--- src/rtl/serial_adder_ctrl_pkg.sv ---
// Shared definitions for the bit-serial adder controller: FSM encoding and
// the legal operand-width range.
package serial_adder_ctrl_pkg;

    typedef enum logic [1:0] {
        IDLE = 2'd0,
        RUN  = 2'd1,
        DONE = 2'd2
    } state_t;

    localparam int WIDTH_MIN = 2;
    localparam int WIDTH_MAX = 32;

    function automatic bit width_legal(input int w);
        return (w >= WIDTH_MIN) && (w <= WIDTH_MAX);
    endfunction

endpackage

--- src/rtl/serial_adder_ctrl_full_adder.sv ---
// The team's one-bit full adder: S/C1 from inputs A, B and carry-in C0.
module full_adder (
    input  logic A,
    input  logic B,
    input  logic C0,
    output logic C1,
    output logic S
);

    assign S  = A ^ B ^ C0;
    assign C1 = (A & B) | (C0 & (A ^ B));

endmodule

--- src/rtl/serial_adder_ctrl.sv ---
// Bit-serial adder: one full_adder processes one bit pair per clock, LSB first,
// with a start/busy/done handshake around a WIDTH-cycle add.
module serial_adder_ctrl
    import serial_adder_ctrl_pkg::*;
#(
    parameter int WIDTH = 8
) (
    input  logic             clk,
    input  logic             rst,
    input  logic             start,
    input  logic [WIDTH-1:0] a,
    input  logic [WIDTH-1:0] b,
    input  logic             cin,
    output logic             busy,
    output logic             done,
    output logic [WIDTH-1:0] sum,
    output logic             cout
);

    localparam int             CW       = $clog2(WIDTH);
    localparam logic [CW-1:0]  LAST_BIT = CW'(WIDTH - 1);

    generate
        if (!width_legal(WIDTH)) begin : g_width_check
            $error("serial_adder_ctrl: WIDTH out of range 2..32");
        end
    endgenerate

    state_t           state_reg;
    state_t           state_next;
    logic [CW-1:0]    count_reg;
    logic             carry_reg;
    logic [WIDTH-1:0] a_sh_reg;
    logic [WIDTH-1:0] b_sh_reg;
    logic [WIDTH-1:0] s_sh_reg;
    logic [WIDTH-1:0] sum_reg;
    logic             cout_reg;

    logic fa_s;
    logic fa_c1;
    logic accept;
    logic last_bit;

    full_adder u_full_adder (
        .A  (a_sh_reg[0]),
        .B  (b_sh_reg[0]),
        .C0 (carry_reg),
        .C1 (fa_c1),
        .S  (fa_s)
    );

    // A new add is only taken when no operation is in flight.
    assign accept   = start && ((state_reg == IDLE) || (state_reg == DONE));
    assign last_bit = (state_reg == RUN) && (count_reg == LAST_BIT);

    always_ff @(posedge clk or posedge rst) begin
        if (rst) begin
            state_reg <= IDLE;
        end else begin
            state_reg <= state_next;
        end
    end

    always_comb begin
        state_next = IDLE;
        case (state_reg)
            IDLE:    state_next = start ? RUN : IDLE;
            RUN:     state_next = last_bit ? DONE : RUN;
            DONE:    state_next = start ? RUN : IDLE;
            default: state_next = IDLE;
        endcase
    end

    always_ff @(posedge clk or posedge rst) begin
        if (rst) begin
            count_reg <= '0;
            carry_reg <= 1'b0;
            a_sh_reg  <= '0;
            b_sh_reg  <= '0;
            s_sh_reg  <= '0;
            sum_reg   <= '0;
            cout_reg  <= 1'b0;
        end else if (accept) begin
            a_sh_reg  <= a;
            b_sh_reg  <= b;
            carry_reg <= cin;
            count_reg <= '0;
        end else if (state_reg == RUN) begin
            carry_reg <= fa_c1;
            s_sh_reg  <= {fa_s, s_sh_reg[WIDTH-1:1]};
            a_sh_reg  <= {1'b0, a_sh_reg[WIDTH-1:1]};
            b_sh_reg  <= {1'b0, b_sh_reg[WIDTH-1:1]};
            // Wrap to zero on the last bit so the counter never holds WIDTH.
            if (last_bit) begin
                count_reg <= '0;
                sum_reg   <= {fa_s, s_sh_reg[WIDTH-1:1]};
                cout_reg  <= fa_c1;
            end else begin
                count_reg <= count_reg + CW'(1);
            end
        end
    end

    assign busy = (state_reg == RUN);
    assign done = (state_reg == DONE);
    assign sum  = sum_reg;
    assign cout = cout_reg;

endmodule

--- config.mk ---
export PLATFORM = sky130hd
export DESIGN_NAME = serial_adder_ctrl
export DESIGN_NICKNAME = d
export VERILOG_FILES = /design/src/rtl/serial_adder_ctrl_pkg.sv /design/src/rtl/serial_adder_ctrl_full_adder.sv /design/src/rtl/serial_adder_ctrl.sv
export SDC_FILE = /design/constraint.sdc
export NUM_CORES = 1
export LEC_CHECK = 0
export ABC_AREA = 1
export BUFFER_PORTS_ARGS = -buffer_cell sky130_fd_sc_hd__buf_2
export CELL_PAD_IN_SITES_DETAIL_PLACEMENT = 0
export CELL_PAD_IN_SITES_GLOBAL_PLACEMENT = 2
export CORE_MARGIN = 2
export CORE_UTILIZATION = 34
export DETAILED_ROUTE_END_ITERATION = 16
export PLACE_DENSITY = 0.89
export SYNTH_ARGS = -nofsm -noshare
export SYNTH_HDL_FRONTEND = slang
export SYNTH_HIERARCHICAL = 1
export SYNTH_SLANG_ARGS = --single-unit
export TNS_END_PERCENT = 100
--- constraint.sdc ---
create_clock -name clk -period 1.8 [get_ports clk]
set_input_delay 0.18 -clock clk [delete_from_list [all_inputs] [get_ports clk]]
set_output_delay 0.18 -clock clk [all_outputs]
set_load 0.05 [all_outputs]
Word level (Yosys, flattened, before mapping)

Cells that the tools add are included.

Register bits after elaboration: 39
Latch bits: 0
Bits in writable memories: 0
Memory bits (read-only): 0
Bits of input ports: 20
Output and inout bits: 11
Memories kept: 0

$add $sub $neg: 1
Multiply operators: 0
Divide/modulo/power cells: 0
Magnitude comparators: 0
Equal/unequal tests: 3
Shift-type cells: 0
Muxes and demuxes: 12
Bitwise logic cells: 6
Reductions and logical operators: 8

Operators by type and width:

| kind                                                                   | count |
|---|---|
| 8-bit two-way mux                                                      | 4 |
| 3-bit two-way mux                                                      | 3 |
| 2-bit one-hot mux with 2 select lines                                  | 1 |
| 3-bit by 1-bit adder with 3-bit output (second input constant)         | 1 |
| 3-bit equality test (second input constant)                            | 1 |
| 1-bit two-way mux                                                      | 3 |
| 3-bit AND reduction                                                    | 1 |
| 1-bit bitwise AND                                                      | 2 |
| 2-bit by 1-bit equality test with 1-bit output (second input constant) | 1 |
| 2-bit equality test (second input constant)                            | 1 |
| 1-bit logical AND                                                      | 2 |
| 2-bit zero test                                                        | 1 |
| 2-bit two-way mux                                                      | 1 |
| 2-bit AND reduction                                                    | 1 |
| 2-bit nonzero test                                                     | 1 |
| 2-bit OR reduction                                                     | 1 |
| 1-bit XOR                                                              | 2 |
| 1-bit logical OR                                                       | 1 |
| 1-bit inverter                                                         | 1 |
| 1-bit bitwise OR                                                       | 1 |

Longest topological paths before layout

Gate-level depths: netlist of run 1.

Depth in word-level cells: 5
Mapped depth: 8
Gate-level depth less buffers: 6

Cells and area by module

The synthesis of run 1 kept the hierarchy.

Modules (own cells, without submodules):

| module            | times used | cells an instance | area each (um2) | sequential area each (um2) |
|---|---|---|---|---|
| serial_adder_ctrl | 1          | 213               | 1721.7          | 950.9 |
| full_adder        | 1          | 1                 | 20.0            | 0.0 |

Least setup slack after synthesis of run 1

No wires, ideal clock.

Kind: flip-flop to output port
Start point: register state_reg[1]
End point: output port done
Arrival: 1305 ps
Required time: 1620 ps
Path slack: 315 ps
Stages on the path, launching flop included: 4
Cells stage by stage: dfrtp_1 -> inv_1 -> clkbuf_1 -> nor2_1

Word-level cells in the longest chain between the ends: 1

Ends and longest elaborated chain:

| item                     | line                     | source |
|---|---|---|
| start: declaration       | serial_adder_ctrl.sv:29  | `state_t state_reg;` |
| start signal: assignment | serial_adder_ctrl.sv:60  | `state_reg <= state_next;` |
| 2-bit equality test      | serial_adder_ctrl.sv:105 | `assign done = (state_reg == DONE);` |
| end: declaration         | serial_adder_ctrl.sv:15  | `output logic done,` |

No other way between the ends.

Worst setup path after layout of run 1

Start point: register state_reg[0]
End point: output port busy

Word-level cells in the longest chain between the ends: 1

Ends and longest elaborated chain:

| item                                           | line                     | source |
|---|---|---|
| 2-bit by 1-bit equality test with 1-bit output | serial_adder_ctrl.sv:104 | `assign busy = (state_reg == RUN);` |
| end: declaration                               | serial_adder_ctrl.sv:14  | `output logic busy,` |

No other way between the ends.

==> results of run 1 <==
==> layout make-up <==
cell class	count	area (um^2)	area share [%]
Timing Repair Buffer	35	188	9.07
Multi-Input combinational cell	134	617	29.8
Clock inverter	1	5.00	0.242
Inverter	35	134	6.47
Clock buffer	7	86.3	4.17
Sequential cell	38	951	46.0
Tap cell	70	87.6	4.23
==> kinds of logic (layout without fill, tap and decap cells) <==
family          Yosys count  after routing  share of synthesized area, %
simple gates            115            115                          28.2
compound gates           16             16                          4.60
fa+ha+maj                 3              3                          2.59
flops                    38             38                          54.6
buf+inv                  42             78                          9.99
==> power by group <==
part           leakage [nW]  internal [mW]  total [mW]  switching [mW]
logic                 0.653          0.496        1.64            1.14
registers             0.473           1.24        1.45           0.208
clock network        0.0482          0.309       0.592           0.284
total                  1.17           2.05        3.68            1.63
==> through the flow <==
stage / cell area (um^2) / util (%) / cells / hold WS (ps) / total power, mW
2_1_floorplan: 1740 / - / 214 / 297 / 2.73
5_1_grt: 2070 / 41.3 / 320 / 53.3 / 4.05
3_5_place_dp: 1980 / 39.5 / 312 / 328 / 3.14
4_1_cts: 2070 / 41.3 / 320 / 14.3 / 3.75
3_3_place_gp: 1980 / 39.5 / 312 / 325 / 3.11
6_report: 2070 / 41.3 / 320 / -0.821 / 3.68
==> cells in the mapped netlist, drive strengths merged <==
cell type and count:
nand2 89, dfrtp 38, inv 35, nand3 20, o21ai 16, buf 4
clkbuf 3, nand4 3, nor2 3, ha 2, fa 1
==> critical path, delay by kind of cell, from the launching register on <==
family                 cells  cell delay, ps
buffers and inverters      2             430
flip-flops                 1             470
AND/OR/NAND/NOR            1             160
==> final timing paths <==
kind                              start  cells past startpoint           to  slack (ps)
max in group asynchronous           rst                      3  b_sh_reg[3]        1460
hold / removal                      rst                      3       sum[7]        -0.8
hold reg to reg             a_sh_reg[7]                      2  a_sh_reg[7]         480
setup / recovery           state_reg[0]                      3         busy         280
min in group clk                   a[7]                      3  a_sh_reg[7]          90
setup reg to reg           count_reg[0]                      6         cout         370
==> layer usage <==
metal / vias up / global-route usage, % / wire [um]
met5: - / 0 / 0
met4: 0 / 5.85 / 55
met3: 7 / 3.84 / 148
met2: 29 / 21.7 / 1470
met1: 610 / 17.9 / 1690
li1: 723 / - / -
==> cell usage in the layout (no fill, tap or decap), types with 3 or more instances in the layout <==
| master | synthesis | final |
|---|---|---|
| nand2_1 | 85 | 85 |
| dfrtp_1 | 38 | 38 |
| inv_1 | 33 | 33 |
| buf_2 | 2 | 30 |
| nand3_1 | 20 | 20 |
| o21ai_0 | 9 | 9 |
| o21ai_1 | 7 | 7 |
| clkbuf_8 | 0 | 6 |
| buf_4 | 1 | 5 |
| nand4_1 | 3 | 3 |
==> impl_metrics.json, run 1 <==
{
  "status": "complete, but fails checks",
  "violations": "hold timing",
  "grt_max_degree": 39,
  "clk_path_buf_depth": 2,
  "io_buffers": 30,
  "skew_ps": 2.61,
  "whs_ps": -0.821,
  "cts_max_level": 2,
  "drt-wirelength-per-cell_um": 10.5,
  "cts_tree": "built",
  "rows": 26,
  "critical_path_class": "register to primary output",
  "setup_tns_ps": 0,
  "worst_pin_slew_ps": 488,
  "synth.net_count": 237,
  "period_share_pct": 84.7,
  "max_slew_margin_pct": 67.5,
  "grt_pass1_wl_um": 5910,
  "min_path_type": "primary input to asynchronous set/reset pin",
  "synth_seq_cells": 38,
  "end_kind": "primary output",
  "root_buffer": "clkbuf_8",
  "ant_nets": 0,
  "critPathSlowestCell": "dfrtp_1",
  "nets": 272,
  "drc": 0,
  "cts_hold_buf": 0,
  "syn_avg_cell_area_um2": 8.14,
  "dpl.hpwl_um": 2270,
  "drtPass1Iterations": 4,
  "setup_ws_ps": 276,
  "drt_iter0_drc": 64,
  "num_vias": 1369,
  "netlist.area_leader.share_pct": 54.6,
  "final.fill_count": 539,
  "grt-ovfl-total": 0,
  "p_leak_nw": 1.17,
  "cts_sinks": 38,
  "cp_cell_sequence": "inv_2, nor2_4, buf_2",
  "fmax_mhz": 656,
  "grt_pass1_vias": 1317,
  "cp-start-kind": "register",
  "setup_viol": 0,
  "ir_drop_uv": 577,
  "clkLatencyLatePin_ps": 280,
  "cts_setup_buffers": 0,
  "avgViaCountPerCell": 4.28,
  "drt_wl_total_um": 3360,
  "clk_pin_slew_worst_paths_ps": 70,
  "die-area_um2": 5710,
  "drv_cap": 0,
  "layout-drive-gt1-share_pct": 19.6,
  "boundaryPins": 31,
  "antenna_found_initial": 0,
  "area_delta_synth_final_pct": 18.7,
  "yosysWarnings": 6,
  "syn_area_um2": 1740,
  "pre_cts_slack_ps": 370,
  "crit_arrival_ps": 1340,
  "rsz0062_at_grt": "no",
  "fp.dieW_um": 75.6,
  "synth_area_leaders": "dfrtp_1 (55%), nand2_1 (18%), inv_1 (7.1%)",
  "cp_data_required_time_ps": 1620,
  "synth_largest_area_cell": "dfrtp_1",
  "cpPeakStageDelay_ps": 470,
  "cts_buffers": 5,
  "synth_cells": 214,
  "synthDistinctLibCells": 19,
  "core_um2": 5010,
  "powerDensity_nw_per_um2": 1780,
  "ctsResizeCount": 0,
  "routabilityCongestion": 0.704,
  "grt_use_total_pct": 13.8,
  "critical_path.max_fanout": 7,
  "drv_slew": 0,
  "finalHoldViolCount": 1,
  "initial_core_util_pct": 34.8,
  "die_h_um": 75.6,
  "diodes": 0,
  "ys_seq_area_share_pct": 54.6,
  "period_needed_ps": 1520
}
(Power assumes the default switching activity.)
==> inputs of run 2 (changes only) <==
--- a/config.mk
+++ b/config.mk
@@ -10,9 +10,9 @@
 export CELL_PAD_IN_SITES_DETAIL_PLACEMENT = 0
 export CELL_PAD_IN_SITES_GLOBAL_PLACEMENT = 2
 export CORE_MARGIN = 2
-export CORE_UTILIZATION = 34
+export CORE_UTILIZATION = 32
 export DETAILED_ROUTE_END_ITERATION = 16
-export PLACE_DENSITY = 0.89
+export PLACE_DENSITY = 0.85
 export SYNTH_ARGS = -nofsm -noshare
 export SYNTH_HDL_FRONTEND = slang
 export SYNTH_HIERARCHICAL = 1
==> constraint.sdc (replaced) <==
create_clock -name clk -period 1.5 [get_ports clk]
set_input_delay 0.15 -clock clk [delete_from_list [all_inputs] [get_ports clk]]
set_output_delay 0.15 -clock clk [all_outputs]
set_load 0.05 [all_outputs]
==> impl_metrics.json, run 2 (synthesized netlist as in run 1, its figures left out) <==
{
  "grt-ovfl-total": 0,
  "min-delay-start": "a[7]",
  "fmax_mhz": 719,
  "ir_drop_uv": 916,
  "p_leak_nw": 1.20,
  "initial_core_util_pct": 33.7,
  "met1_usage_pct": 16.2,
  "place_area_um2": 1980,
  "multi_input_area_um2": 622,
  "finalHoldViolCount": 0,
  "crit_arrival_ps": 1240,
  "grt_pass1_wl_um": 6080,
  "final_cell_mix": "nand2_1 (85), dfrtp_1 (38), inv_1 (33), buf_2 (29), nand3_1 (20)",
  "mostFrequentLayoutCell": "nand2_1",
  "powerDensity_nw_per_um2": 2230,
  "setup_viol": 0,
  "worst-r2r-cell-count": 6,
  "io_buffers": 30,
  "status": "finished, final reports clean",
  "area_delta_synth_final_pct": 22.4,
  "regArea_um2": 951,
  "rows": 26,
  "setup_tns_ps": 0,
  "drtPass1Iterations": 4,
  "hold_end": "a_sh_reg[7]",
  "grt_use_total_pct": 12.7,
  "cts_sinks": 38,
  "grt-busiest-layer": "met2",
  "root_buffer": "clkbuf_8",
  "grt_pass1_vias": 1377,
  "clkLatencyLatePin_ps": 290,
  "drt-wirelength-per-cell_um": 10.4,
  "avgViaCountPerCell": 4.35,
  "max_slew_margin_pct": 67.9,
  "cpPeakStageDelay_ps": 430,
  "grt_max_degree": 39,
  "critPathSlowestCell": "dfrtp_1",
  "drt_wl_total_um": 3330,
  "nets": 273,
  "crit_family": "flip-flops",
  "cts_setup_buffers": 0,
  "layout-drive-gt1-share_pct": 19.9,
  "clk_pin_slew_worst_paths_ps": 80,
  "die_h_um": 77.8,
  "drv_cap": 0,
  "ant_nets": 0,
  "dpl.hpwl_um": 2240,
  "routabilityCongestion": 0.710,
  "boundaryPins": 31,
  "drv_slew": 0,
  "drc": 0,
  "hold-path-cell-count": 3,
  "cp-start-kind": "register",
  "worst_pin_slew_ps": 481,
  "place_inst": 312,
  "critical_path.max_fanout": 7,
  "final.fill_count": 558,
  "diodes": 0,
  "use_met2_pct": 20.2,
  "timing.rr.start": "count_reg[0]",
  "min_path_type": "primary input to register",
  "cp_cell_sequence": "inv_1, nor2_1, clkbuf_4",
  "stdcell_area_um2": 2130,
  "grt_util_met3_pct": 3.60,
  "cp.buffers_inverters": 2,
  "antenna_found_initial": 0,
  "clk_path_buf_depth": 2,
  "period_share_pct": 92.7,
  "final-instance-count-excl-fill": 321,
  "critical_path_class": "register to primary output",
  "cp_data_required_time_ps": 1350,
  "die-area_um2": 6050,
  "cts_max_level": 2,
  "num_vias": 1396,
  "core_um2": 5170,
  "reg2reg_slack_ps": 190,
  "skew_ps": 2.90,
  "r2r-end": "sum[0]",
  "period_needed_ps": 1390,
  "fp.dieW_um": 77.8,
  "rsz0062_at_grt": "no",
  "cts_tree": "built",
  "drt_iter0_drc": 118,
  "cts_buffers": 5,
  "end_kind": "primary output"
}
## run 2: cell type report
cell class                 count  share of cell area [%]
clock buffer                   5                    3.23
clock inverter                 3                    3.23
inverter                      35                    6.28
multi-input combinational    134                    29.2
sequential                    38                    44.6
tap                           70                    4.11
timing repair buffer          36                    9.39
## run 2: worst max-delay path by stage
| stage | start | to | slack (ps) | cells past startpoint |
|---|---|---|---|---|
| final | state_reg[1] | done | 110 | 3 |
| after global routing | state_reg[1] | done | 30 | 3 |
| after CTS | state_reg[1] | done | 50 | 3 |
| after detailed placement | count_reg[0] | cout | 110 | 6 |
| after global placement | count_reg[0] | cout | 130 | 6 |
| after floorplan | state_reg[1] | done | 50 | 3 |
## run 2: per-stage QoR
step / hold WS [ps] / total power [mW] / util, % / setup WS, ps
after floorplan: 267 / 3.28 / - / 45.1
after global placement: 293 / 3.74 / 38.2 / 133
after detailed placement: 295 / 3.75 / 38.2 / 107
after CTS: 41.4 / 4.82 / 41.1 / 46.1
after global routing: 60.0 / 5.19 / 41.2 / 25.4
final: 56.3 / 4.75 / 41.2 / 110
## run 2: tightest hold or removal path, cell delays in order
cell and delay, ps:
buf_2 70, nand2_1 40, nand2_1 50
## run 2: timing repair
| action | CTS | global route |
|---|---|---|
| endpoints found under the setup margin | 0 | 2 |
| hold buffers | 1 | 0 |
| hold endpoints to repair | 38 | 0 |
| resized for setup | 0 | 2 |
## run 2: power by group
part / leakage [nW] / switching [mW] / internal, mW
combinational: 0.661 / 1.38 / 0.601
clock: 0.0683 / 0.370 / 0.666
sequential: 0.473 / 0.241 / 1.49
total: 1.20 / 1.99 / 2.76
## run 2: layer usage
layer  vias up  wire [um]
met5         -          0
met1       633       1700
met4         0         54
met2        32       1430
li1        726          -
met3         5        153
